[config.mk]
export PLATFORM = sky130hd
export DESIGN_NAME = arb2_sel_gen_flat
export DESIGN_NICKNAME = d
export VERILOG_FILES = /design/src/rtl/arb2_sel_gen_if.sv /design/src/rtl/arb2_sel_gen.sv /design/src/flat_wrapper.sv
export SDC_FILE = /design/constraint.sdc
export NUM_CORES = 1
export LEC_CHECK = 0
export BUFFER_PORTS_ARGS = -buffer_cell sky130_fd_sc_hd__buf_4
export CAP_MARGIN = 5
export CORE_MARGIN = 8
export CORE_UTILIZATION = 53
export CTS_CLUSTER_SIZE = 25
export DETAILED_ROUTE_END_ITERATION = 16
export PLACE_DENSITY = 0.82
export SYNTH_ARGS = -nofsm -noshare
export SYNTH_HDL_FRONTEND = slang
export SYNTH_SLANG_ARGS = --single-unit
[constraint.sdc]
create_clock -name clk -period 4.2 [get_ports clk]
set_clock_uncertainty 0.2 [all_clocks]
set_input_delay 0.42 -clock clk [delete_from_list [all_inputs] [get_ports clk]]
set_output_delay 0.42 -clock clk [all_outputs]
set_load 0.01 [all_outputs]
[src/rtl/arb2_sel_gen_if.sv]
// Handshake bundle between two producers, the arbiter and the downstream consumer.
// The producer/consumer side uses master; the arbiter uses slave.
interface arb2_sel_gen_if #(
   parameter int DW = 8
);
   logic          in0_valid;
   logic [DW-1:0] in0_data;
   logic          in0_ready;
   logic          in1_valid;
   logic [DW-1:0] in1_data;
   logic          in1_ready;
   logic          sel;
   logic          out_valid;
   logic [DW-1:0] out_data;
   logic          out_ready;

   modport master (
      output in0_valid,
      output in0_data,
      input  in0_ready,
      output in1_valid,
      output in1_data,
      input  in1_ready,
      input  sel,
      input  out_valid,
      input  out_data,
      output out_ready
   );

   modport slave (
      input  in0_valid,
      input  in0_data,
      output in0_ready,
      input  in1_valid,
      input  in1_data,
      output in1_ready,
      output sel,
      output out_valid,
      output out_data,
      input  out_ready
   );
endinterface

[src/rtl/arb2_sel_gen.sv]
// Two-input round-robin arbiter with burst limit; drives a 2:1 mux select and
// registers the chosen word in a one-entry output stage.
//
//   state  | meaning
//   S_IDLE | no grant, both readies low, sel holds
//   S_G0   | in0 granted, sel = 0
//   S_G1   | in1 granted, sel = 1
module arb2_sel_gen #(
   parameter int DW        = 8,
   parameter int MAX_BURST = 4
) (
   input  logic          clk,
   input  logic          rst,
   arb2_sel_gen_if.slave bus
);

   if (MAX_BURST < 1 || MAX_BURST > 15) begin : g_bad_burst
      $error("arb2_sel_gen: MAX_BURST must be in 1..15");
   end

   localparam logic [1:0] S_IDLE = 2'd0;
   localparam logic [1:0] S_G0   = 2'd1;
   localparam logic [1:0] S_G1   = 2'd2;

   localparam logic [3:0] BURST_LIMIT = 4'(MAX_BURST);

   logic [1:0]    state;
   logic [1:0]    state_nxt;
   logic          last;
   logic [3:0]    burst_cnt;
   logic [3:0]    burst_nxt;
   logic [3:0]    burst_inc;
   logic          sel_r;
   logic          out_valid_r;
   logic [DW-1:0] out_data_r;

   logic          can_load;
   logic          ready0;
   logic          ready1;
   logic          xfer0;
   logic          xfer1;
   logic          xfer;
   logic          limit_hit;
   logic [DW-1:0] xfer_data;
   logic          grant_change;

   // Output stage accepts a word when empty or being drained this cycle.
   assign can_load  = ~out_valid_r | bus.out_ready;
   assign ready0    = (state == S_G0) & can_load;
   assign ready1    = (state == S_G1) & can_load;
   assign xfer0     = ready0 & bus.in0_valid;
   assign xfer1     = ready1 & bus.in1_valid;
   assign xfer      = xfer0 | xfer1;
   assign xfer_data = xfer1 ? bus.in1_data : bus.in0_data;
   assign burst_inc = burst_cnt + 4'd1;
   assign limit_hit = xfer & (burst_inc == BURST_LIMIT);

   always_comb begin
      state_nxt = state;
      burst_nxt = burst_cnt;
      case (state)
         S_IDLE: begin
            if (bus.in0_valid && bus.in1_valid) begin
               state_nxt = last ? S_G0 : S_G1;
            end else if (bus.in0_valid) begin
               state_nxt = S_G0;
            end else if (bus.in1_valid) begin
               state_nxt = S_G1;
            end
         end
         S_G0: begin
            if (!bus.in0_valid) begin
               state_nxt = bus.in1_valid ? S_G1 : S_IDLE;
            end else if (limit_hit) begin
               if (bus.in1_valid) begin
                  state_nxt = S_G1;
               end else begin
                  burst_nxt = 4'd0;
               end
            end else if (xfer0) begin
               burst_nxt = burst_inc;
            end
         end
         S_G1: begin
            if (!bus.in1_valid) begin
               state_nxt = bus.in0_valid ? S_G0 : S_IDLE;
            end else if (limit_hit) begin
               if (bus.in0_valid) begin
                  state_nxt = S_G0;
               end else begin
                  burst_nxt = 4'd0;
               end
            end else if (xfer1) begin
               burst_nxt = burst_inc;
            end
         end
         default: begin
            state_nxt = S_IDLE;
            burst_nxt = 4'd0;
         end
      endcase
      if (state_nxt != state) begin
         burst_nxt = 4'd0;
      end
   end

   // Dropping to IDLE is a grant change for the counter, but keeps last/sel.
   assign grant_change = (state_nxt != state) && (state_nxt != S_IDLE);

   always_ff @(posedge clk or posedge rst) begin
      if (rst) begin
         state     <= S_IDLE;
         burst_cnt <= 4'd0;
         last      <= 1'b1;
         sel_r     <= 1'b0;
      end else begin
         state     <= state_nxt;
         burst_cnt <= burst_nxt;
         if (grant_change) begin
            last  <= (state_nxt == S_G1);
            sel_r <= (state_nxt == S_G1);
         end
      end
   end

   always_ff @(posedge clk or posedge rst) begin
      if (rst) begin
         out_valid_r <= 1'b0;
         out_data_r  <= '0;
      end else if (xfer) begin
         out_valid_r <= 1'b1;
         out_data_r  <= xfer_data;
      end else if (bus.out_ready) begin
         out_valid_r <= 1'b0;
      end
   end

   assign bus.in0_ready = ready0;
   assign bus.in1_ready = ready1;
   assign bus.sel       = sel_r;
   assign bus.out_valid = out_valid_r;
   assign bus.out_data  = out_data_r;

endmodule

[src/flat_wrapper.sv]
// flat-port wrapper written by rule: the top's interface ports become plain ports
module arb2_sel_gen_flat 
#(
   parameter int DW        = 8,
   parameter int MAX_BURST = 4
)
  (clk, rst, bus_in0_valid, bus_in0_data, bus_in0_ready, bus_in1_valid, bus_in1_data, bus_in1_ready, bus_sel, bus_out_valid, bus_out_data, bus_out_ready);
  arb2_sel_gen_if #(.DW(DW)) bus_i ();
  input  logic clk;
  input  logic rst;
  input wire logic [$bits(bus_i.in0_valid)-1:0] bus_in0_valid;
  input wire logic [$bits(bus_i.in0_data)-1:0] bus_in0_data;
  output wire logic [$bits(bus_i.in0_ready)-1:0] bus_in0_ready;
  input wire logic [$bits(bus_i.in1_valid)-1:0] bus_in1_valid;
  input wire logic [$bits(bus_i.in1_data)-1:0] bus_in1_data;
  output wire logic [$bits(bus_i.in1_ready)-1:0] bus_in1_ready;
  output wire logic [$bits(bus_i.sel)-1:0] bus_sel;
  output wire logic [$bits(bus_i.out_valid)-1:0] bus_out_valid;
  output wire logic [$bits(bus_i.out_data)-1:0] bus_out_data;
  input wire logic [$bits(bus_i.out_ready)-1:0] bus_out_ready;
  assign bus_i.in0_valid = bus_in0_valid;
  assign bus_i.in0_data = bus_in0_data;
  assign bus_in0_ready = bus_i.in0_ready;
  assign bus_i.in1_valid = bus_in1_valid;
  assign bus_i.in1_data = bus_in1_data;
  assign bus_in1_ready = bus_i.in1_ready;
  assign bus_sel = bus_i.sel;
  assign bus_out_valid = bus_i.out_valid;
  assign bus_out_data = bus_i.out_data;
  assign bus_i.out_ready = bus_out_ready;
  arb2_sel_gen #(.DW(DW), .MAX_BURST(MAX_BURST)) u_core (.clk(clk), .rst(rst), .bus(bus_i));
endmodule
==> results.md, run 1 <==
* CTS Buffer Depth at 2
* Mapped Nets at 159
* Reg2reg start: u_core.state[0]
* Net Sw Frac at 43.7%
* Synth unique cells at 46
* Cell family with most CP delay: compound AO/OA/AOI/OAI gates
* Combinational Power Share at 59.2%
* Worst VDD drop at 0.411 mV
* Headroom to the max-slew limit at 56.8%
* Total negative slack at 0 ns
* Mapped Avg Cell Area at 9.36 um^2
* Post-synthesis sequential area ratio at 34.3%
* Status: completed
* Final instance area at 0.00147 mm^2
* Via density at 5.94
* Overall die width at 64.5 um
* Core Rows at 17
* Pint at 0.528 mW
* WP data arrival at 2.57 ns
* Count of pins over their slew limit at 0
* H-tree levels at 1
* GP Congestion at 0.928
* Hold crit path type: in2async
* Final worst path period share at 61.6%
* Metal3 WL at 217 um
* Total die area at 0.00416 mm^2
* Initial antenna violation count at 0
* Max cap viols at 0
* Die Y-Extent at 64.5 um
* Main synth FF type: dfrtp_1
* Total GRT Usage at 15.1%
* P_leak at 0.669 nW
* Largest net degree at the start of global routing at 18
* Top Ports at 33
* Post-CTS Setup Bufs at 0
* Worst Tran Pin Value at 0.647 ns
* M1 wire length at 1380 um
* Routed via count at 1,122
* CTS Buf Count at 3
* Share of layout cells above drive strength 1 at 30.4%
* Area Growth Syn to Fin at 18.3%
* Crit path launch type: register
* Net Sw Power at 0.410 mW
* R2R setup slack at 1.61 ns
* CP Capture Type: register
* Core Region at 0.00221 mm^2
* Slowest CP cell: dfrtp_1
* DRC viols at 0
* Hold Buf Count CTS at 0
* Clk pin slew, worst setup/hold paths at 0.11 ns
* Post-synthesis cell count at 133
* Skew-Pair Late Insertion Delay at 0.29 ns
* Worst path bufs/invs at 1
* Hpwl dp at 2430 um
* Antenna viol nets, final at 0
* Yosys warning count at 0
* Crit Path Category: reg2reg
* Starting Density at 56.3%
* Capture point of the worst reg-to-reg path: u_core.burst_cnt[2]
* First-pass GRT wire length at 5210 um
* DR WL/cell at 16.3 um
* Initial DRC Count at 35
* Root Buffer Master: clkbuf_4
* Vias in the first global route at 1,137
* DR pass1 iterations at 4
* Post-detailed-routing wire length at 3080 um
* Worst-path cell chain: inv_1 > ha_1 > a22oi_2 > nor4_1 > or3_1 > o2111ai_1 > nor2_1
* Synth Register Bits at 17
* N_diodes at 0
* Final setup fails at 0
* Crit Path Max Fanout at 11
* IO buf count at 32
* Final #Nets at 188
* CTS tree: built
* P per Cell Area at 637 mW/mm^2
* GRT overflow at 0
* Worst Path Required at 4.18 ns
* Slowest cell delay on critical path at 0.55 ns
* Clock sink count at 17
* Peak Freq at 0.386 GHz
* Fin crit period at 2.59 ns
* Part of the power in registers at 31.4%
* RSZ-0062 raised after global routing: false
* Worst R2R Path Depth at 7
* Placed cell areas at 0.00145 mm^2
* Post-Syn Area at 0.00124 mm^2
* PostCTS Resize Cnt at 0
* Final Hold Vio Count at 0
* Clk pwr share at 9.5%
* Post-synth EDFFs at 0
* Hold_ws at 0.00610 ns
* Synth async-reset ratio at 100%
* Highest metal used: met4
* Met2 WL at 1460 um
[power groups by stage]
stage          clock [mW]  sequential [mW]  combinational [mW]
2_1_floorplan           0            0.294               0.395
3_3_place_gp            0            0.290               0.539
3_5_place_dp            0            0.294               0.559
4_1_cts            0.0896            0.294               0.559
5_1_grt            0.0982            0.304               0.616
6_report           0.0887            0.294               0.555
[cells by family (layout without fill, tap and decap cells)]
logic type                 count (synthesis)  after routing  synth area share, %
adders and majority gates                  5              5                 5.03
and+or+nand+nor                           52             52                 24.4
buffers and inverters                     15             43                 8.14
AOI/OAI and AO/OA                         33             33                 19.3
muxes                                     11             11                 8.84
DFF                                       17             17                 34.3
[metrics by stage]
stage	total power [mW]	instances	util (%)	setup WS (ns)
after global placement	0.828	185	65.3	1.72
after global routing	1.02	189	66.6	1.43
after detailed placement	0.853	185	65.3	1.64
after floorplan	0.688	133	-	1.87
final	0.938	189	66.6	1.61
after CTS	0.942	189	66.6	1.61
[registers in the layout, indices dropped and copies added (netlist names)]
| signal | count |
|---|---|
| u_core.burst_cnt | 4 |
| u_core.bus.sel | 1 |
| u_core.bus.out_data | 8 |
| u_core.state | 2 |
| u_core.bus.out_valid | 1 |
| u_core.last | 1 |
[worst max-delay path by stage]
| stage | cells after the start | end | start | slack, ns |
|---|---|---|---|---|
| 2_1_floorplan | 9 | u_core.burst_cnt[1] | u_core.state[0] | 1.87 |
| 3_3_place_gp | 7 | u_core.burst_cnt[2] | u_core.state[0] | 1.72 |
| 3_5_place_dp | 7 | u_core.burst_cnt[2] | u_core.state[0] | 1.64 |
| 4_1_cts | 7 | u_core.burst_cnt[2] | u_core.state[0] | 1.61 |
| 5_1_grt | 7 | u_core.burst_cnt[1] | u_core.state[0] | 1.43 |
| 6_report | 7 | u_core.burst_cnt[2] | u_core.state[0] | 1.61 |
[worst register-to-register path, delay by kind of cell, from the launching register on]
kind,cells,cell delay [ns]
flip-flops,1,0.55
AND/OR/NAND/NOR,3,0.56
buffers and inverters,1,0.14
adder cells (fa/ha/maj),1,0.35
AO/OA/AOI/OAI,2,0.69
[final cells by class]
class	count	area, um^2
fillers	194	739
multi-input cells	101	717
flip-flops and latches	17	427
repair buffers	32	240
well taps	28	35.0
inverters	7	26.3
clock buffers	3	22.5
clock inverters	1	5.00
[cell usage after synthesis (2+ instances only)]
master	number	area share (%)
clkbuf_8	2	2.2
nor3b_1	2	1.2
ha_1	5	5.0
o31ai_1	2	1.2
nand3b_1	2	1.2
a21oi_1	13	5.2
nand2_1	7	2.1
nor2_1	15	4.5
dfrtp_1	16	32
nor2b_1	2	1.0
a2bb2oi_1	2	1.4
nand3_1	4	1.6
buf_6	3	2.7
mux2i_1	11	8.8
a31oi_1	2	1.0
inv_1	7	2.1
buf_2	2	0.80
nor3_1	4	1.6
and4bb_2	2	2.0
nand2b_1	3	1.5
and2_1	2	1.0
[routing by layer]
metal,track usage (%),up-vias
met1,19.3,539
met2,24.2,41
met4,4.09,0
li1,-,538
met3,4.30,4
met5,0,-
[layout by cell type (no fill, tap or decap), drive strengths merged, types with 2 or more instances in the layout]
cell      n
a21oi    13
a2bb2oi   2
a31oi     2
and2      2
and4bb    2
buf      32
clkbuf    3
dfrtp    16
ha        5
inv       7
mux2i    11
nand2     7
nand2b    3
nand3     4
nand3b    2
nor2     16
nor2b     2
nor3      4
nor3b     2
nor4      2
o31ai     2
or3       2
Power figures use the tool's default switching activity.
==> run 2, diff against run 1 <==
Settings changed: CORE_UTILIZATION 53 to 47, PLACE_DENSITY 0.82 to 0.77.
Clock period 4.2 ns to 2.3 ns, I/O delays scaled along.
==> run 2 against run 1 <==
Sequential share of layout area shrank 4.2 points. Non-clock buffer count grew 21. Cell area grew 17%. Critical endpoint is now u_core.burst_cnt[1]. Die area grew 9.5%. Register-to-register slack lost 1.6 ns. Clock-buffer cell count is the same. Routed wire length grew 18%. Hold slack gained 0.015 ns. Combinational power grew 140%. Clock power grew 84%. First-iteration DRC count grew 83%.
==> results.md, run 2 (same netlist as run 1, synthesis figures left out) <==
* Largest net degree at the start of global routing at 18 (unchanged)
* Final setup fails at 0 (unchanged)
* Post-detailed-routing wire length at 3620 um (+18%)
* Hold path endpoint: u_core.bus.out_data[2]
* IO buf count at 32 (unchanged)
* R2R setup slack at 0.05 ns (-1.56 ns)
* Worst Tran Pin Value at 0.648 ns (+0.000623 ns)
* Slowest cell delay on critical path at 0.43 ns (-0.12 ns)
* WHS Path Cells at 3
* Max FFs per register at 8 (unchanged)
* H-tree levels at 1 (unchanged)
* Routed via count at 1,207 (+7.6%)
* Total die area at 0.00455 mm^2 (+9.5%)
* Worst R2R Path Depth at 7 (unchanged)
* Gr busiest metal: met2
* Peak Freq at 0.445 GHz (+15%)
* Met1 Use GR at 17.1% (-2.2 points)
* Max cap viols at 0 (unchanged)
* Final Hold Vio Count at 0 (unchanged)
* DR pass1 iterations at 4 (unchanged)
* Capture point of the worst reg-to-reg path: u_core.burst_cnt[1]
* P per Cell Area at 1150 mW/mm^2 (+81%)
* P_leak at 0.769 nW (+15%)
* Die Y-Extent at 67.5 um (+4.7%)
* Initial antenna violation count at 0 (unchanged)
* Antenna viol nets, final at 0 (unchanged)
* First-pass GRT wire length at 5840 um (+12%)
* Area Growth Syn to Fin at 38.6%
* Crit path launch type: register
* Worst hold start: bus_in0_data[2]
* Non-filler instance count after layout at 212 (+12%)
* Cell family with most CP delay: simple AND/OR/NAND/NOR gates
* Status: completed
* Worst path bufs/invs at 1 (unchanged)
* Core Rows at 18 (+1)
* WP data arrival at 2.23 ns (-0.34 ns)
* Root Buffer Master: clkbuf_4
* Hold crit path type: in2reg
* Fin crit period at 2.25 ns (-0.344 ns)
* CTS Buf Count at 3 (unchanged)
* # fillers at 172 (-11%)
* Total GRT Usage at 16.6% (+1.5 points)
* Core Util, Final at 69.0% (+2.4 points)
* CP Capture Type: register
* Final worst path period share at 97.6% (+36 points)
* Skew-Pair Late Insertion Delay at 0.30 ns (about the same)
* CTS Buffer Depth at 2 (unchanged)
* Worst-path cell chain: buf_4 > ha_2 > and3_1 > a31o_2 > or3_1 > o2111ai_4 > nor2_1
* Starting Density at 49.8% (-6.5 points)
* Clock sink count at 17 (unchanged)
* Commonest cells after routing, fill and taps aside: buf_4, dfrtp_1, nor2_1
* Slowest CP cell: dfrtp_1
* Worst Path Required at 2.28 ns (-1.90 ns)
* FF+latch area at 427 um^2 (unchanged)
* GRT overflow at 0 (unchanged)
* DR WL/cell at 17.1 um (+5.0%)
* CTS tree: built
* Area of the multi-input gates at 787 um^2 (+9.8%)
* GR Layer Usage met3 at 7.12% (+2.8 points)
* Top Ports at 33 (unchanged)
* Headroom to the max-slew limit at 56.8% (about the same)
* Count of pins over their slew limit at 0 (unchanged)
* N_diodes at 0 (unchanged)
* Via density at 5.69 (-4.1%)
* Placed Cells at 196 (+5.9%)
* DRC viols at 0 (unchanged)
* Clk pin slew, worst setup/hold paths at 0.10 ns (about the same)
* Power Total at 1.99 mW (+110%)
* Final #Nets at 209 (+11%)
* Vias in the first global route at 1,258 (+11%)
* Hpwl dp at 2590 um (+6.6%)
* Crit Path Max Fanout at 5 (-6)
* Core Region at 0.00250 mm^2 (+13%)
* Most common cell after layout, fill and taps aside: buf_4
* GP Congestion at 0.985 (+6.2%)
* Hold_ws at 0.0215 ns (+0.0154 ns)
* Worst VDD drop at 0.803 mV (+95%)
* Share of layout cells above drive strength 1 at 37.9% (+7.5 points)
* Reg2reg start: u_core.state[1]
* Overall die width at 67.5 um (+4.7%)
* Initial DRC Count at 64 (+83%)
* Crit Path Category: reg2reg
* Met2 usage in global routing at 28.3% (+4.1 points)
## run 2: changes by cell type in the layout (fill, tap and decap cells not counted), sizes merged
cell,delta
buf,+12
dlygate4sd3,+9
## run 2: per-stage QoR
stage / TNS [ns] / setup slack (ns) / instance area, um^2
after global placement: 0 / 0.111 / 1520
after global routing: -0.0420 / -0.0199 / 1730
final: 0 / 0.0548 / 1730
after CTS: 0 / 0.0147 / 1650
after floorplan: 0 / 0.0138 / 1250
after detailed placement: 0 / 0.000327 / 1520
## run 2: what timing repair did
| action | 4_1_cts | 5_1_grt |
|---|---|---|
| hold endpoints to repair | 24 | 0 |
| pin swaps | 0 | 4 |
| resized for setup | 1 | 10 |
| buffers inserted | 0 | 3 |
| hold buffers | 9 | 0 |
| endpoints found under the setup margin | 3 | 6 |
## run 2: worst register-to-register path: stages (launching register included)
cell       delay (ns)
dfrtp_1          0.43
buf_4            0.15
ha_2             0.20
and3_1           0.16
a31o_2           0.24
or3_1            0.42
o2111ai_4        0.24
nor2_1           0.09
## run 2: how the worst max path moves through the flow
stage	from	to	slack (ns)	depth (start not counted)
2_1_floorplan	u_core.state[0]	u_core.burst_cnt[1]	0.01	9
3_3_place_gp	u_core.state[1]	u_core.last	0.11	7
3_5_place_dp	u_core.burst_cnt[0]	u_core.burst_cnt[1]	0.0003	6
4_1_cts	u_core.burst_cnt[0]	u_core.last	0.01	6
5_1_grt	u_core.state[1]	u_core.burst_cnt[1]	-0.02	7
6_report	u_core.state[1]	u_core.burst_cnt[1]	0.05	7
## run 2: power by group
part	internal [mW]	switching [mW]	total, mW
clock network	0.0650	0.0977	0.163
logic	0.648	0.665	1.31
registers	0.426	0.0849	0.511
## run 2: layer usage
metal,share of wire (%),up-vias,routed length (um)
met3,9.2,6,335
met2,48,55,1730
li1,-,576,-
met5,0,-,0
met4,1.7,0,63
met1,41,570,1490
## run 2: area by class of cell
class / count / share of cell area [%]
Sequential cell: 17 / 24.7
Timing Repair Buffer: 53 / 24.4
Clock inverter: 1 / 0.290
Tap cell: 30 / 2.18
Inverter: 7 / 1.52
Multi-Input combinational cell: 101 / 45.6
Clock buffer: 3 / 1.31
==> run 3, diff against run 2 <==
Settings changed: CELL_PAD_IN_SITES_DETAIL_PLACEMENT from default to 0, CELL_PAD_IN_SITES_GLOBAL_PLACEMENT from default to 1, CORE_UTILIZATION 47 to 35, CTS_CLUSTER_SIZE 25 to default.
==> run 3 against run 2 <==
Critical path depth unchanged. First-iteration DRC count increased by 53%. Die area increased by 26%. Clock power decreased by 2%. Clock-buffer cell count unchanged. Largest cell class unchanged. Worst setup slack improved by 0.047 ns. Sequential cell count unchanged. Fmax increased by 2.2%. Register-to-register slack improved by 0.05 ns.
==> results.md, run 3 (same netlist as run 1, synthesis figures left out) <==
* Worst R2R Path Depth at 7 (unchanged)
* Routed via count at 1,173 (-2.8%)
* Total GRT Usage at 11.6% (-5.0 points)
* Root Buffer Master: clkbuf_4
* Non-filler instance count after layout at 226 (+6.6%)
* Max cap viols at 0 (unchanged)
* Total negative slack at 0 ns (unchanged)
* Post-detailed-routing wire length at 3260 um (-9.9%)
* H-tree levels at 1 (unchanged)
* Starting Density at 36.7% (-13 points)
* Critical path depth at 7 (unchanged)
* Worst Tran Pin Value at 0.644 ns (-0.00401 ns)
* Clock sink count at 17 (unchanged)
* Core Util, Final at 51.3% (-18 points)
* GP Congestion at 0.821 (-17%)
* Initial DRC Count at 98 (+53%)
* DR WL/cell at 14.4 um (-16%)
* Core Region at 0.00339 mm^2 (+36%)
* Crit Path Max Fanout at 5 (unchanged)
* P per Cell Area at 1120 mW/mm^2 (-3.1%)
* Headroom to the max-slew limit at 57.0% (+0.27 points)
* Slowest cell delay on critical path at 0.44 ns (about the same)
* Die Y-Extent at 75.6 um (+12%)
* P_leak at 0.762 nW (-0.87%)
* Max FFs per register at 8 (unchanged)
* First-pass GRT wire length at 5200 um (-11%)
* Count of pins over their slew limit at 0 (unchanged)
* Peak Freq at 0.455 GHz (+2.2%)
* Commonest cells after routing, fill and taps aside: buf_4, dfrtp_1, nor2_1
* DRC viols at 0 (unchanged)
* Crit path launch type: register
* Power Total at 1.94 mW (-2.3%)
* Cell family with most CP delay: simple AND/OR/NAND/NOR gates
* IO buf count at 32 (unchanged)
* Capture point of the worst reg-to-reg path: u_core.burst_cnt[2]
* Final worst path period share at 95.6% (-2.1 points)
* Hold crit path type: in2reg
* Antenna viol nets, final at 0 (unchanged)
* Worst Path Required at 2.28 ns (about the same)
* Slowest CP cell: dfrtp_1
* Top Ports at 33 (unchanged)
* Skew-Pair Late Insertion Delay at 0.29 ns (about the same)
* GRT overflow at 0 (unchanged)
* CTS Buffer Depth at 2 (unchanged)
* Crit Path Category: reg2reg
* R2R setup slack at 0.10 ns (+0.05 ns)
* CP Capture Type: register
* Reg2reg start: u_core.state[0]
* N_diodes at 0 (unchanged)
* Largest net degree at the start of global routing at 18 (unchanged)
* WHS Path Cells at 3 (unchanged)
* WP data arrival at 2.18 ns (-0.05 ns)
* Total die area at 0.00572 mm^2 (+26%)
* Area Growth Syn to Fin at 39.8%
* Hpwl dp at 2380 um (-8.0%)
* Via density at 5.19 (-8.8%)
* CTS tree: built
* RSZ-0062 raised after global routing: false
* Fin crit period at 2.20 ns (-0.0474 ns)
* CTS Buf Count at 3 (unchanged)
* Critical Path Source: u_core.state[0]
* Final Hold Vio Count at 0 (unchanged)
* DR pass1 iterations at 4 (unchanged)
* Share of layout cells above drive strength 1 at 38.3% (+0.42 points)
* Final setup fails at 0 (unchanged)
* Vias in the first global route at 1,184 (-5.9%)
* Worst VDD drop at 0.595 mV (-26%)
* Core Rows at 21 (+3)
* Status: completed
* Initial antenna violation count at 0 (unchanged)
* Most common cell after layout, fill and taps aside: buf_4
* Clk pin slew, worst setup/hold paths at 0.10 ns (about the same)
* Final #Nets at 207 (-0.96%)
* Worst-path cell chain: inv_2 > ha_2 > and3_1 > a31o_2 > or3_1 > o2111ai_4 > nor2_1
* Critical path endpoint: u_core.burst_cnt[2]
* Worst path bufs/invs at 1 (unchanged)
* Placed Cells at 212 (+8.2%)
* Overall die width at 75.6 um (+12%)
-- run 3: repair_timing --
item,4_1_cts,5_1_grt
endpoints found under the hold margin,23,1
setup endpoints to repair,1,6
hold buffers,8,1
pin swaps,0,1
gates resized for setup,1,13
buffers inserted,0,1
-- run 3: layer usage --
| metal | global-route usage, % | wire length [um] | vias to the layer above |
|---|---|---|---|
| li1 | - | - | 579 |
| met3 | 3.95 | 277 | 4 |
| met1 | 13.3 | 1420 | 546 |
| met5 | 0 | 0 | - |
| met2 | 19.4 | 1530 | 44 |
| met4 | 4.90 | 32 | 0 |
-- run 3: area by class of cell --
cell class,instances,area (um^2)
Clock buffer,3,22.5
Clock inverter,1,5.00
Fill cell,306,1650
Inverter,7,26.3
Multi-Input combinational cell,101,797
Sequential cell,17,427
Tap cell,46,57.6
Timing Repair Buffer,51,405
-- run 3: report_power, final --
| group | internal [mW] | switching, mW | total, mW |
|---|---|---|---|
| combinational | 0.635 | 0.641 | 1.28 |
| clock | 0.0645 | 0.0942 | 0.159 |
| sequential | 0.426 | 0.0806 | 0.506 |
| total | 1.13 | 0.815 | 1.94 |
-- run 3: worst reg2reg max path, delay by kind of cell, from the launching register on --
kind	cells	cell delay [ns]
simple gates	3	0.66
buf+inv	1	0.08
flops	1	0.44
compound gates	2	0.50
fa+ha+maj	1	0.22
-- run 3: how the worst min path moves through the flow --
stage	startpoint	to	slack, ns
6_report	bus_in0_data[1]	u_core.bus.out_data[1]	0.03
2_1_floorplan	rst	u_core.burst_cnt[0]	-0.04
3_5_place_dp	rst	u_core.bus.sel	0.17
5_1_grt	bus_in0_data[6]	u_core.bus.out_data[6]	0.02
4_1_cts	bus_in1_data[0]	u_core.bus.out_data[0]	0.001
3_3_place_gp	rst	u_core.bus.out_data[5]	0.16
-- run 3: metrics by stage --
step	cell area [um^2]	hold WS (ns)	worst slack (ns)
3_5_place_dp	1540	0.174	0.0189
2_1_floorplan	1250	-0.0447	0.0138
5_1_grt	1740	0.0181	0.00131
3_3_place_gp	1540	0.158	0.108
6_report	1740	0.0326	0.102
4_1_cts	1660	0.00118	0.0579
